[src/rtl/mem_access_stage_pkg.sv]
// Shared definitions for the memory-access pipeline stage:
// funct3 access codes, access-size decode and FSM state encoding.
package mem_access_stage_pkg;

    // funct3 codes for loads; stores reuse the same size codes.
    localparam logic [2:0] F3_B  = 3'b000;
    localparam logic [2:0] F3_H  = 3'b001;
    localparam logic [2:0] F3_W  = 3'b010;
    localparam logic [2:0] F3_BU = 3'b100;
    localparam logic [2:0] F3_HU = 3'b101;

    typedef enum logic {
        ST_IDLE = 1'b0,
        ST_WAIT = 1'b1
    } state_t;

    typedef enum logic [1:0] {
        SZ_BYTE = 2'd0,
        SZ_HALF = 2'd1,
        SZ_WORD = 2'd2
    } acc_size_t;

    // Reserved codes fall through to a full-word access.
    function automatic acc_size_t decode_size(input logic [2:0] funct3);
        case (funct3)
            F3_B, F3_BU: decode_size = SZ_BYTE;
            F3_H, F3_HU: decode_size = SZ_HALF;
            F3_W:        decode_size = SZ_WORD;
            default:     decode_size = SZ_WORD;
        endcase
    endfunction

    function automatic logic load_signed(input logic [2:0] funct3);
        load_signed = (funct3 == F3_B) || (funct3 == F3_H);
    endfunction

endpackage

[src/rtl/mem_access_stage_if.sv]
// Data-memory bus between the memory-access stage (master) and memory (slave).
// Handshake: the master holds mem_req and all request fields stable until
// the cycle in which the slave raises mem_ack; mem_rdata is valid only in
// that cycle, and the transfer completes on the following clock edge.
interface mem_access_stage_if #(
    parameter int XLEN    = 32,
    parameter int MADDR_W = 8
);
    logic                 mem_req;
    logic                 mem_we;
    logic [MADDR_W-1:0]   mem_addr;
    logic [XLEN/8-1:0]    mem_be;
    logic [XLEN-1:0]      mem_wdata;
    logic                 mem_ack;
    logic [XLEN-1:0]      mem_rdata;

    modport master (
        output mem_req, mem_we, mem_addr, mem_be, mem_wdata,
        input  mem_ack, mem_rdata
    );

    modport slave (
        input  mem_req, mem_we, mem_addr, mem_be, mem_wdata,
        output mem_ack, mem_rdata
    );
endinterface

[src/rtl/mem_lane_align.sv]
// Byte-lane steering for stores and lane extract / extension for loads.
// Purely combinational; the byte offset selects the active lane(s).
module mem_lane_align
    import mem_access_stage_pkg::*;
#(
    parameter int XLEN = 32
) (
    input  logic [1:0]        off,
    input  acc_size_t         size,
    input  logic              sign_ext,
    input  logic [XLEN-1:0]   store_data,
    input  logic [XLEN-1:0]   rdata,
    output logic [XLEN/8-1:0] be,
    output logic [XLEN-1:0]   wdata,
    output logic [XLEN-1:0]   load_data
);
    localparam int NB = XLEN / 8;

    logic [4:0]      shamt;
    logic [XLEN-1:0] rd_shift;

    assign shamt    = {off, 3'b000};
    assign rd_shift = rdata >> shamt;

    // Store lanes are replicated so the byte enables alone pick the target bytes.
    always_comb begin
        be        = '1;
        wdata     = store_data;
        load_data = rdata;
        case (size)
            SZ_BYTE: begin
                be        = NB'(1) << off;
                wdata     = {NB{store_data[7:0]}};
                load_data = {{(XLEN-8){sign_ext & rd_shift[7]}}, rd_shift[7:0]};
            end
            SZ_HALF: begin
                be        = NB'(3) << off;
                wdata     = {(XLEN/16){store_data[15:0]}};
                load_data = {{(XLEN-16){sign_ext & rd_shift[15]}}, rd_shift[15:0]};
            end
            default: begin
                be        = '1;
                wdata     = store_data;
                load_data = rdata;
            end
        endcase
    end
endmodule

[src/rtl/mem_access_stage.sv]
// Pipeline memory-access stage: issues data-memory requests, stalls the
// upstream pipe until acknowledged, and loads the MEM/WB register.
module mem_access_stage
    import mem_access_stage_pkg::*;
#(
    parameter int XLEN    = 32,
    parameter int MADDR_W = 8,
    parameter int PC_W    = 8,
    parameter int CTRL_W  = 34
) (
    input  logic                clk,
    input  logic                reset,
    input  logic                in_valid,
    input  logic [CTRL_W-1:0]   in_ctrl,
    input  logic                in_mem_read,
    input  logic                in_mem_write,
    input  logic                in_branch,
    input  logic [2:0]          in_funct3,
    input  logic                in_zero,
    input  logic [XLEN-1:0]     in_alu_result,
    input  logic [XLEN-1:0]     in_store_data,
    input  logic [PC_W-1:0]     in_pc_branch,
    mem_access_stage_if.master  mem,
    output logic                stall,
    output logic                out_valid,
    output logic [CTRL_W-1:0]   out_ctrl,
    output logic [XLEN-1:0]     out_alu_result,
    output logic [XLEN-1:0]     out_load_data,
    output logic                pc_select,
    output logic [PC_W-1:0]     pc_branch,
    output logic                misalign_err,
    output state_t              dbg_state
);
    state_t          state_q, state_d;
    acc_size_t       size;
    logic [1:0]      off;
    logic            misaligned;
    logic            mem_op;
    logic            bad_access;
    logic            is_load;
    logic            req_c;
    logic            stall_c;
    logic            retire;
    logic [XLEN-1:0] load_data;

    assign size       = decode_size(in_funct3);
    assign off        = in_alu_result[1:0];
    assign misaligned = ((size == SZ_HALF) && off[0]) ||
                        ((size == SZ_WORD) && (off != 2'b00));
    assign mem_op     = in_valid & (in_mem_read | in_mem_write);
    assign bad_access = mem_op & misaligned;
    // A write wins when both controls are set.
    assign is_load    = in_mem_read & ~in_mem_write;

    mem_lane_align #(.XLEN(XLEN)) u_lane_align (
        .off        (off),
        .size       (size),
        .sign_ext   (load_signed(in_funct3)),
        .store_data (in_store_data),
        .rdata      (mem.mem_rdata),
        .be         (mem.mem_be),
        .wdata      (mem.mem_wdata),
        .load_data  (load_data)
    );

    // Request fields come straight from in_*, which upstream holds while stalled.
    assign mem.mem_req  = req_c;
    assign mem.mem_we   = req_c & in_mem_write;
    assign mem.mem_addr = in_alu_result[MADDR_W+1:2];
    assign stall        = stall_c;
    assign dbg_state    = state_q;

    // FSM state register.
    always_ff @(posedge clk) begin
        if (reset) begin
            state_q <= ST_IDLE;
        end else begin
            state_q <= state_d;
        end
    end

    // Next state, request/stall and retire decision.
    always_comb begin
        state_d = state_q;
        req_c   = 1'b0;
        stall_c = 1'b0;
        retire  = 1'b0;
        case (state_q)
            ST_IDLE: begin
                if (in_valid) begin
                    if (mem_op && !misaligned) begin
                        req_c = 1'b1;
                        if (mem.mem_ack) begin
                            retire = 1'b1;
                        end else begin
                            stall_c = 1'b1;
                            state_d = ST_WAIT;
                        end
                    end else begin
                        retire = 1'b1;
                    end
                end
            end
            ST_WAIT: begin
                req_c = 1'b1;
                if (mem.mem_ack) begin
                    retire  = 1'b1;
                    state_d = ST_IDLE;
                end else begin
                    stall_c = 1'b1;
                end
            end
            default: state_d = ST_IDLE;
        endcase
    end

    // MEM/WB register: pulses clear every cycle, payload only moves on retire.
    always_ff @(posedge clk) begin
        if (reset) begin
            out_valid      <= 1'b0;
            out_ctrl       <= '0;
            out_alu_result <= '0;
            out_load_data  <= '0;
            pc_select      <= 1'b0;
            pc_branch      <= '0;
            misalign_err   <= 1'b0;
        end else begin
            out_valid    <= retire;
            pc_select    <= retire & in_branch & in_zero;
            misalign_err <= retire & bad_access;
            if (retire) begin
                out_ctrl       <= bad_access ? '0 : in_ctrl;
                out_alu_result <= in_alu_result;
                pc_branch      <= in_pc_branch;
            end
            if (retire && req_c && is_load) begin
                out_load_data <= load_data;
            end
        end
    end
endmodule

[src/flat_wrapper.sv]
// flat-port wrapper written by rule: the top's interface ports become plain ports
module mem_access_stage_flat import mem_access_stage_pkg::*;
#(
    parameter int XLEN    = 32,
    parameter int MADDR_W = 8,
    parameter int PC_W    = 8,
    parameter int CTRL_W  = 34
)
  (clk, reset, in_valid, in_ctrl, in_mem_read, in_mem_write, in_branch, in_funct3, in_zero, in_alu_result, in_store_data, in_pc_branch, stall, out_valid, out_ctrl, out_alu_result, out_load_data, pc_select, pc_branch, misalign_err, dbg_state, mem_mem_req, mem_mem_we, mem_mem_addr, mem_mem_be, mem_mem_wdata, mem_mem_ack, mem_mem_rdata);
  mem_access_stage_if #(.XLEN(XLEN), .MADDR_W(MADDR_W)) mem_i ();
  input  logic clk;
  input  logic reset;
  input  logic in_valid;
  input  logic [CTRL_W-1:0] in_ctrl;
  input  logic in_mem_read;
  input  logic in_mem_write;
  input  logic in_branch;
  input  logic [2:0] in_funct3;
  input  logic in_zero;
  input  logic [XLEN-1:0] in_alu_result;
  input  logic [XLEN-1:0] in_store_data;
  input  logic [PC_W-1:0] in_pc_branch;
  output logic stall;
  output logic out_valid;
  output logic [CTRL_W-1:0] out_ctrl;
  output logic [XLEN-1:0] out_alu_result;
  output logic [XLEN-1:0] out_load_data;
  output logic pc_select;
  output logic [PC_W-1:0] pc_branch;
  output logic misalign_err;
  output state_t dbg_state;
  output wire logic [$bits(mem_i.mem_req)-1:0] mem_mem_req;
  output wire logic [$bits(mem_i.mem_we)-1:0] mem_mem_we;
  output wire logic [$bits(mem_i.mem_addr)-1:0] mem_mem_addr;
  output wire logic [$bits(mem_i.mem_be)-1:0] mem_mem_be;
  output wire logic [$bits(mem_i.mem_wdata)-1:0] mem_mem_wdata;
  input wire logic [$bits(mem_i.mem_ack)-1:0] mem_mem_ack;
  input wire logic [$bits(mem_i.mem_rdata)-1:0] mem_mem_rdata;
  assign mem_mem_req = mem_i.mem_req;
  assign mem_mem_we = mem_i.mem_we;
  assign mem_mem_addr = mem_i.mem_addr;
  assign mem_mem_be = mem_i.mem_be;
  assign mem_mem_wdata = mem_i.mem_wdata;
  assign mem_i.mem_ack = mem_mem_ack;
  assign mem_i.mem_rdata = mem_mem_rdata;
  mem_access_stage #(.XLEN(XLEN), .MADDR_W(MADDR_W), .PC_W(PC_W), .CTRL_W(CTRL_W)) u_core (.clk(clk), .reset(reset), .in_valid(in_valid), .in_ctrl(in_ctrl), .in_mem_read(in_mem_read), .in_mem_write(in_mem_write), .in_branch(in_branch), .in_funct3(in_funct3), .in_zero(in_zero), .in_alu_result(in_alu_result), .in_store_data(in_store_data), .in_pc_branch(in_pc_branch), .mem(mem_i), .stall(stall), .out_valid(out_valid), .out_ctrl(out_ctrl), .out_alu_result(out_alu_result), .out_load_data(out_load_data), .pc_select(pc_select), .pc_branch(pc_branch), .misalign_err(misalign_err), .dbg_state(dbg_state));
endmodule
[config.mk]
export PLATFORM = sky130hd
export DESIGN_NAME = mem_access_stage_flat
export DESIGN_NICKNAME = d
export VERILOG_FILES = /design/src/rtl/mem_access_stage_pkg.sv /design/src/rtl/mem_access_stage_if.sv /design/src/rtl/mem_lane_align.sv /design/src/rtl/mem_access_stage.sv /design/src/flat_wrapper.sv
export SDC_FILE = /design/constraint.sdc
export NUM_CORES = 1
export LEC_CHECK = 0
export CAP_MARGIN = 20
export CORE_MARGIN = 8
export CORE_UTILIZATION = 42
export CTS_BUF_LIST = sky130_fd_sc_hd__clkbuf_8
export DETAILED_ROUTE_END_ITERATION = 7
export PLACE_DENSITY = 0.89
export SLEW_MARGIN = 5
export SYNTH_ARGS = -nofsm -noshare
export SYNTH_HDL_FRONTEND = slang
export SYNTH_SLANG_ARGS = --single-unit
[constraint.sdc]
create_clock -name clk -period 4.45 [get_ports clk]
set_clock_uncertainty 0.2 [all_clocks]
set_input_delay 0.89 -clock clk [delete_from_list [all_inputs] [get_ports clk]]
set_output_delay 0.89 -clock clk [all_outputs]
set_load 0.02 [all_outputs]
* Word level (Yosys, flattened, before mapping)
Index checks and enable logic that the tools add are counted.
** Cells by class
- Equal/unequal tests :: 5
- Shift-type cells :: 3
- Muxes and demuxes :: 16
- Bitwise operators :: 12
- Reductions and logical operators :: 13
** Operators with widths (number)
- $pmux W32 S2 :: 2
- $mux W34 :: 1
- $shr A32 B5 Y16 :: 1
- $and A1 B1 Y1 :: 9
- $mux W1 :: 8
- $pmux W4 S2 :: 1
- $eq A3 B3 Y1 const B :: 2
- $pmux W1 S2 :: 3
- $logic_and A1 B1 Y1 :: 5
- $pmux W2 S2 :: 1
- $reduce_or A2 Y1 :: 2
- $shl A1 B2 Y4 const A :: 1
- $shl A2 B2 Y4 const A :: 1
- $eq A3 B1 Y1 const B :: 1
- $logic_not A3 Y1 :: 1
- $eq A2 B1 Y1 const B :: 1
- $eq A2 B2 Y1 const B :: 1
- $logic_not A2 Y1 :: 1
- $logic_or A1 B1 Y1 :: 2
- $not A1 Y1 :: 2
- $reduce_bool A2 Y1 :: 1
- $logic_not A1 Y1 :: 1
- $or A1 B1 Y1 :: 1
** Storage, ports and cells
- Register bits after elaboration :: 110
- Output and inout bits :: 157

* Longest topological paths before layout
Gate-level depths: netlist (run 1).
- Depth after elaboration :: 13
- Gate-level depth with buffers :: 7

* Hierarchy
A second synthesis (run 1) with hierarchy kept.
** Unflattened totals
- Cells, all modules :: 677
- Area total of the unflattened synthesis :: 5691.7 um^2
** By module, submodules not included
- mem_access_stage :: instances 1, cells each 497, area an instance 4526.8 um^2
- mem_lane_align :: instances 1, cells each 180, area an instance 1164.9 um^2

* Worst setup path after synthesis (run 1)
No wires, ideal clock.
- Kind :: input to output
- Start point :: in in_funct3[0]
- End point :: out mem_mem_wdata[24]
- Arrival time :: 2.027 ns
- Required time :: 3.360 ns
- Slack :: 1.333 ns
- Stages on the path :: 4
- Cell sequence :: buf_6 > clkbuf_1 > mux2i_1 > o21ai_0
** Between the ends
- Longest elaborated chain between the ends :: 5
** Ends and longest elaborated chain
- from (decl) :: line flat_wrapper.sv:18 : input logic [2:0] in_funct3;
- $eq A3 B3 Y1, or another cell as far along :: line mem_access_stage_pkg.sv:25 : case (funct3)
- $reduce_or A2 Y1 :: line mem_access_stage_pkg.sv:25
- $pmux W2 S2 * :: line mem_access_stage_pkg.sv:25
- $eq A2 B1 Y1 / $logic_not A2 Y1 (equally long branches) :: line mem_lane_align.sv:30 : case (size)
- $pmux W32 S2 * :: line mem_lane_align.sv:30
- to (decl) :: line flat_wrapper.sv:36 : output wire logic [$bits(mem_i.mem_wdata)-1:0] mem_mem_wdata;
Every way passes the cells marked *; elsewhere a longest branch is shown, timed or not.

* Worst setup path after layout (run 1)
- Start point :: in in_alu_result[1]
- End point :: out mem_mem_req
** Between the ends
- Longest elaborated chain between the ends :: 8
** Ends and longest elaborated chain
- from (decl) :: line flat_wrapper.sv:20 : input logic [XLEN-1:0] in_alu_result;
- $reduce_bool A2 Y1 :: line mem_access_stage.sv:49 : ((size == SZ_WORD) && (off != 2'b00));
- $logic_and A1 B1 Y1 :: line mem_access_stage.sv:49
- $logic_or A1 B1 Y1 :: line mem_access_stage.sv:48 : assign misaligned = ((size == SZ_HALF) && off[0]) ||
- $logic_not A1 Y1 :: line mem_access_stage.sv:91 : if (mem_op && !misaligned) begin
- $logic_and A1 B1 Y1 :: line mem_access_stage.sv:91
- $mux W1 :: line mem_access_stage.sv:91
- $mux W1 :: line mem_access_stage.sv:90 : if (in_valid) begin
- $pmux W1 S2 :: line mem_access_stage.sv:88 : case (state_q)
- to (decl) :: line flat_wrapper.sv:32 : output wire logic [$bits(mem_i.mem_req)-1:0] mem_mem_req;
Every way passes these cells.

==> results of run 1 <==
-- sequential cells by signal, indices dropped and copies added (netlist names) --
| signal | flops |
|---|---|
| u_core.dbg_state | 1 |
| u_core.misalign_err | 1 |
| u_core.out_alu_result | 32 |
| u_core.out_ctrl | 34 |
| u_core.out_load_data | 32 |
| u_core.out_valid | 1 |
| u_core.pc_branch | 8 |
| u_core.pc_select | 1 |
-- worst max-delay path by stage --
stage / from / end / slack, ns
floorplan: in_funct3[0] / mem_mem_wdata[24] / 1.33
global placement: in_alu_result[1] / mem_mem_req / 0.54
detailed placement: in_alu_result[1] / mem_mem_req / 0.47
CTS: in_alu_result[1] / mem_mem_req / 0.47
global route: in_alu_result[1] / mem_mem_req / 0.33
finish: in_alu_result[1] / mem_mem_req / 0.45
-- synth_stat cells (all sizes together) (2+ instances only) --
cell type | count | area share [%]
dfxtp | 110 | 43
a21oi | 53 | 5.5
o21ai | 53 | 5.2
buf | 42 | 5.4
nand3 | 40 | 3.9
a22o | 36 | 6.1
clkbuf | 29 | 2.1
nand2 | 23 | 1.7
mux2i | 18 | 3.5
o2bb2ai | 18 | 3.1
mux2 | 17 | 3.7
nand2b | 17 | 2.1
a32oi | 16 | 2.7
nor2 | 14 | 1.1
inv | 9 | 0.66
nor2b | 8 | 0.97
o211ai | 6 | 0.88
a32o | 5 | 0.97
o32ai | 5 | 0.85
a2bb2oi | 3 | 0.51
a21o | 2 | 0.29
a31oi | 2 | 0.24
mux4 | 2 | 0.88
nor3 | 2 | 0.19
nor3b | 2 | 0.39
o21bai | 2 | 0.29
o22a | 2 | 0.34
o22ai | 2 | 0.24
or3 | 2 | 0.24
-- cell families after synthesis --
logic type,count (synthesis),synth area share (%)
AO/OA/AOI/OAI,212,29.1
buffers and inverters,80,8.14
AND/OR/NAND/NOR,114,11.7
multiplexers,37,8.12
flip-flops,110,42.9
-- routing by layer --
layer	track usage, %	vias to the layer above
met4	9.77	0
met3	6.41	40
met1	25.9	2590
met5	0	-
met2	40.4	268
li1	-	2556
-- critical path, delay by kind of cell --
family	cells	cell delay, ns
buf+inv	3	1.40
simple gates	1	0.15
compound gates	1	0.46
-- final cells by class --
type,instances,area [um2],share of cell area (%)
Sequential cell,110,2200,26.5
Multi-Input combinational cell,363,2520,30.4
Tap cell,147,184,2.22
Timing Repair Buffer,321,3180,38.3
Inverter,9,33.8,0.407
Clock inverter,6,47.5,0.573
Clock buffer,9,124,1.49
-- metrics by stage --
stage	total power, uW	instance area, um2
6_report	2270	8300
5_1_grt	2380	8300
4_1_cts	2290	8260
3_5_place_dp	1740	8090
3_3_place_gp	1730	8090
2_1_floorplan	1400	5130
-- where the power goes --
group	total, uW	internal, uW	leakage, uW	switching, uW
combinational	664	341	0.00203	323
sequential	1060	1030	0.000899	26.8
clock	546	206	0.0000850	341
total	2270	1580	0.00301	690
==> impl_metrics.tcl, run 1 <==
set metrics [dict create \
    clk_path_buf_depth 2 \
    hold_depth 2 \
    netlist_instances 553 \
    grt_pass1_wl_mm 30.1 \
    p_leak_uw 0.00301 \
    hold_viol 0 \
    num_vias 5454 \
    postCtsResizedCells 0 \
    final_common_cell "clkdlybuf4s50_1" \
    drive_gt1_share_pct 7.46 \
    path_cells "clkdlybuf4s50_1 -> nand2_1 -> a31oi_1 -> inv_1 -> clkdlybuf4s50_1" \
    pre_cts_ws_ns 0.470 \
    seq_area_frac_synth_pct 42.9 \
    synth-edff-count 0 \
    grt_pass1_vias 5473 \
    fill_cells 900 \
    post-place-cells 948 \
    io_buffers 305 \
    met2_length_mm 9.80 \
    maxSlewHeadroom_pct 27.7 \
    synth_nets 702 \
    hold_buffers 0 \
    finalSetupViolations 0 \
    start_util_pct 42.9 \
    drc 0 \
    cts.htree.levels 3 \
    clk_latency_ns 0.37 \
    wl_per_cell_um 20.5 \
    critPathKind "in -> out" \
    cts_inserted_buffers 9 \
    most-common-layout-cells "clkdlybuf4s50_1, dfxtp_1, o21ai_0" \
    cts_setup_buffers 0 \
    cts-root-buf "clkbuf_8" \
    synthArstFlopShare_pct 0 \
    die_w_um 127 \
    wl_met3_mm 1.76 \
    detail_route.iter0.violations 544 \
    area_growth_pct 61.6 \
    gp_congestion 0.857 \
    layout_setup_ws_ns 0.447 \
    hold-worst-slack_ns 0.267 \
    ant_nets 0 \
    syn_avg_cell_area_um2 9.28 \
    required_ns 3.36 \
    hold_start "u_core.out_load_data[0]" \
    core_area_mm2 0.0120 \
    synth_cell_type_count 50 \
    crit_path_frequent_cell "clkdlybuf4s50_1" \
    highest_layer "met4" \
    tightest_slew_ns 1.08 \
    syn_area_mm2 0.00513 \
    synthFlopType "dfxtp_1" \
    antenna_found_initial 0 \
    slew_viol_final 0 \
    yosys_warnings 0 \
    critPathSlowestCell "clkdlybuf4s50_1" \
    wl_met1_mm 7.61 \
    cts.sinks 110 \
    cp.arrival_ns 2.91 \
    cpPeakStageDelay_ns 0.74 \
    grt_overflow 0 \
    powerDensity_mw_per_mm2 274 \
    fin_crit_ns 4.00 \
    rsz0062_at_grt "false" \
    final_cells 965 \
    nNetsFinal 963 \
    ys_seq_elements 110 \
    rr_endpoint "u_core.out_alu_result[18]" \
    ff2ff_path_depth 5 \
    dieArea_mm2 0.0160 \
    crit_fanout 9 \
    hpwl_mm 15.1 \
    rows 40 \
    grt_max_degree 53 \
    cts.clk_slew.worst_paths_ns 0.09 \
    die_height_um 127 \
    cp-end-kind "output pin" \
    maxCapViolCount 0 \
    status "finished, final reports clean" \
    fin_setup_tns_ns 0 \
    start_kind "primary input" \
    cts_tree "done" \
    fin_crit_sh_pct 89.9 \
    vdd_drop_max_mv 0.175 \
    firstDrtPassIters 5 \
    r2r_start "u_core.dbg_state" \
    r2r_slack_ns 2.16 \
    routed_wl_mm 19.8 \
    fmax_mhz 250 \
    grt_usage_pct 23.1 \
    viasPerCell 5.65 \
    fin_util_pct 69.4 \
    min_path_type "reg -> reg" \
    num_antenna_cells 0 \
    io_pins 306 \
    min_to "u_core.out_load_data[0]" \
]
Note: power is estimated with default switching activity, not from simulation.
==> run 2: changes to the inputs <==
Settings changed: CAP_MARGIN 20 to not set.
==> impl_metrics.tcl, run 2 (same netlist as run 1, synthesis figures left out) <==
set metrics [dict create \
    vdd_drop_max_mv 0.174 \
    p_leak_uw 0.00300 \
    hold_buffers 0 \
    cts_setup_buffers 0 \
    die_w_um 127 \
    reg_top3 "u_core.out_ctrl x34, u_core.out_alu_result x32, u_core.out_load_data x32" \
    firstDrtPassIters 5 \
    fin_total_pwr_uw 2270 \
    required_ns 3.36 \
    crit_buf_inv 3 \
    detail_route.iter0.violations 459 \
    globalRouteMet1Util_pct 25.9 \
    dieArea_mm2 0.0160 \
    hold_viol 0 \
    powerDensity_mw_per_mm2 275 \
    tightest_slew_ns 1.21 \
    clk_path_buf_depth 2 \
    final_common_cell "clkdlybuf4s50_1" \
    ant_nets 0 \
    grt_util_met3_pct 6.41 \
    hold_depth 2 \
    io_pins 306 \
    critPathSlowestCell "clkdlybuf4s50_1" \
    cts.htree.levels 3 \
    regMostFlops "u_core.out_ctrl" \
    core_area_mm2 0.0120 \
    critical_path.top_delay_family "buffers and inverters" \
    cts-root-buf "clkbuf_8" \
    viasPerCell 5.68 \
    grt_pass1_vias 5473 \
    crit_path_frequent_cell "clkdlybuf4s50_1" \
    nNetsFinal 961 \
    num_vias 5468 \
    postCtsResizedCells 0 \
    cts.clk_slew.worst_paths_ns 0.09 \
    routed_wl_mm 19.8 \
    grt_pass1_wl_mm 30.1 \
    grt_max_degree 53 \
    ff2ff_path_depth 5 \
    drive_gt1_share_pct 7.23 \
    met2_usage_pct 40.4 \
    cp-end-kind "output pin" \
    hpwl_mm 15.1 \
    finalSetupViolations 0 \
    status "finished, final reports clean" \
    fin_setup_tns_ns 0 \
    fmax_mhz 249 \
    cpPeakStageDelay_ns 0.74 \
    path_cells "clkdlybuf4s50_1 -> nand2_1 -> a31oi_1 -> inv_1 -> clkdlybuf4s50_1" \
    crit_fanout 9 \
    post-place-cells 948 \
    path_depth 5 \
    critPathKind "in -> out" \
    grt_usage_pct 23.1 \
    rows 40 \
    final_cells 963 \
    fin_crit_ns 4.02 \
    num_antenna_cells 0 \
    cts.sinks 110 \
    clk_latency_ns 0.37 \
    gp_congestion 0.857 \
    fin_crit_sh_pct 90.3 \
    slew_viol_final 0 \
    min_path_type "reg -> reg" \
    cts_inserted_buffers 9 \
    drc 0 \
    die_height_um 127 \
    area_growth_pct 61.0 \
    io_buffers 305 \
    rsz0062_at_grt "false" \
    start_kind "primary input" \
    grt_overflow 0 \
    wl_per_cell_um 20.5 \
    maxCapViolCount 0 \
    cts_tree "done" \
    busiest_layer "met2" \
    fin_util_pct 69.1 \
    start_util_pct 42.9 \
    most-common-layout-cells "clkdlybuf4s50_1, dfxtp_1, o21ai_0" \
    cp.arrival_ns 2.93 \
    fill_cells 902 \
    maxSlewHeadroom_pct 19.1 \
    finalInstanceArea_mm2 0.00826 \
    placed_area_mm2 0.00809 \
    antenna_found_initial 0 \
    largest_register_ffs 34 \
]
## run 2: cell type report
class | count | area, um2 | area share, %
clock buffers | 9 | 124 | 1.50
clock inverters | 6 | 47.5 | 0.575
well taps | 147 | 184 | 2.23
repair buffers | 319 | 3150 | 38.1
multi-input cells | 363 | 2520 | 30.6
inverters | 9 | 33.8 | 0.409
flip-flops and latches | 110 | 2200 | 26.6
## run 2: worst paths after layout
| kind | from | end | slack, ns |
|---|---|---|---|
| worst max-delay path | in_alu_result[1] | mem_mem_req | 0.43 |
| worst min register to register | u_core.out_load_data[0] | u_core.out_load_data[0] | 0.27 |
| worst min-delay path | u_core.out_load_data[0] | u_core.out_load_data[0] | 0.27 |
| worst max register to register | u_core.dbg_state | u_core.out_alu_result[18] | 2.14 |
## run 2: through the flow
step / hold WS [ns] / worst slack (ns)
finish: 0.267 / 0.432
global route: 0.293 / 0.333
CTS: 0.264 / 0.473
detailed placement: 0.248 / 0.470
global placement: 0.244 / 0.538
floorplan: 0.329 / 1.33
## run 2: tightest hold or removal path, stage by stage, from the launching register on
cell and delay (ns):
dfxtp_1 0.32, inv_1 0.05, o32ai_1 0.05
## run 2: where the power goes
part           internal (uW)  switching (uW)  leakage [uW]
combinational            339             323       0.00201
sequential              1030            26.9      0.000899
clock                    206             340     0.0000850
total                   1580             690       0.00300
## run 2: layer usage
layer | share of wire, % | vias up | wire [um]
met5 | 0 | - | 0
met3 | 8.9 | 44 | 1760
met1 | 38 | 2592 | 7610
met4 | 3.2 | 0 | 635
met2 | 49 | 284 | 9760
li1 | - | 2548 | -
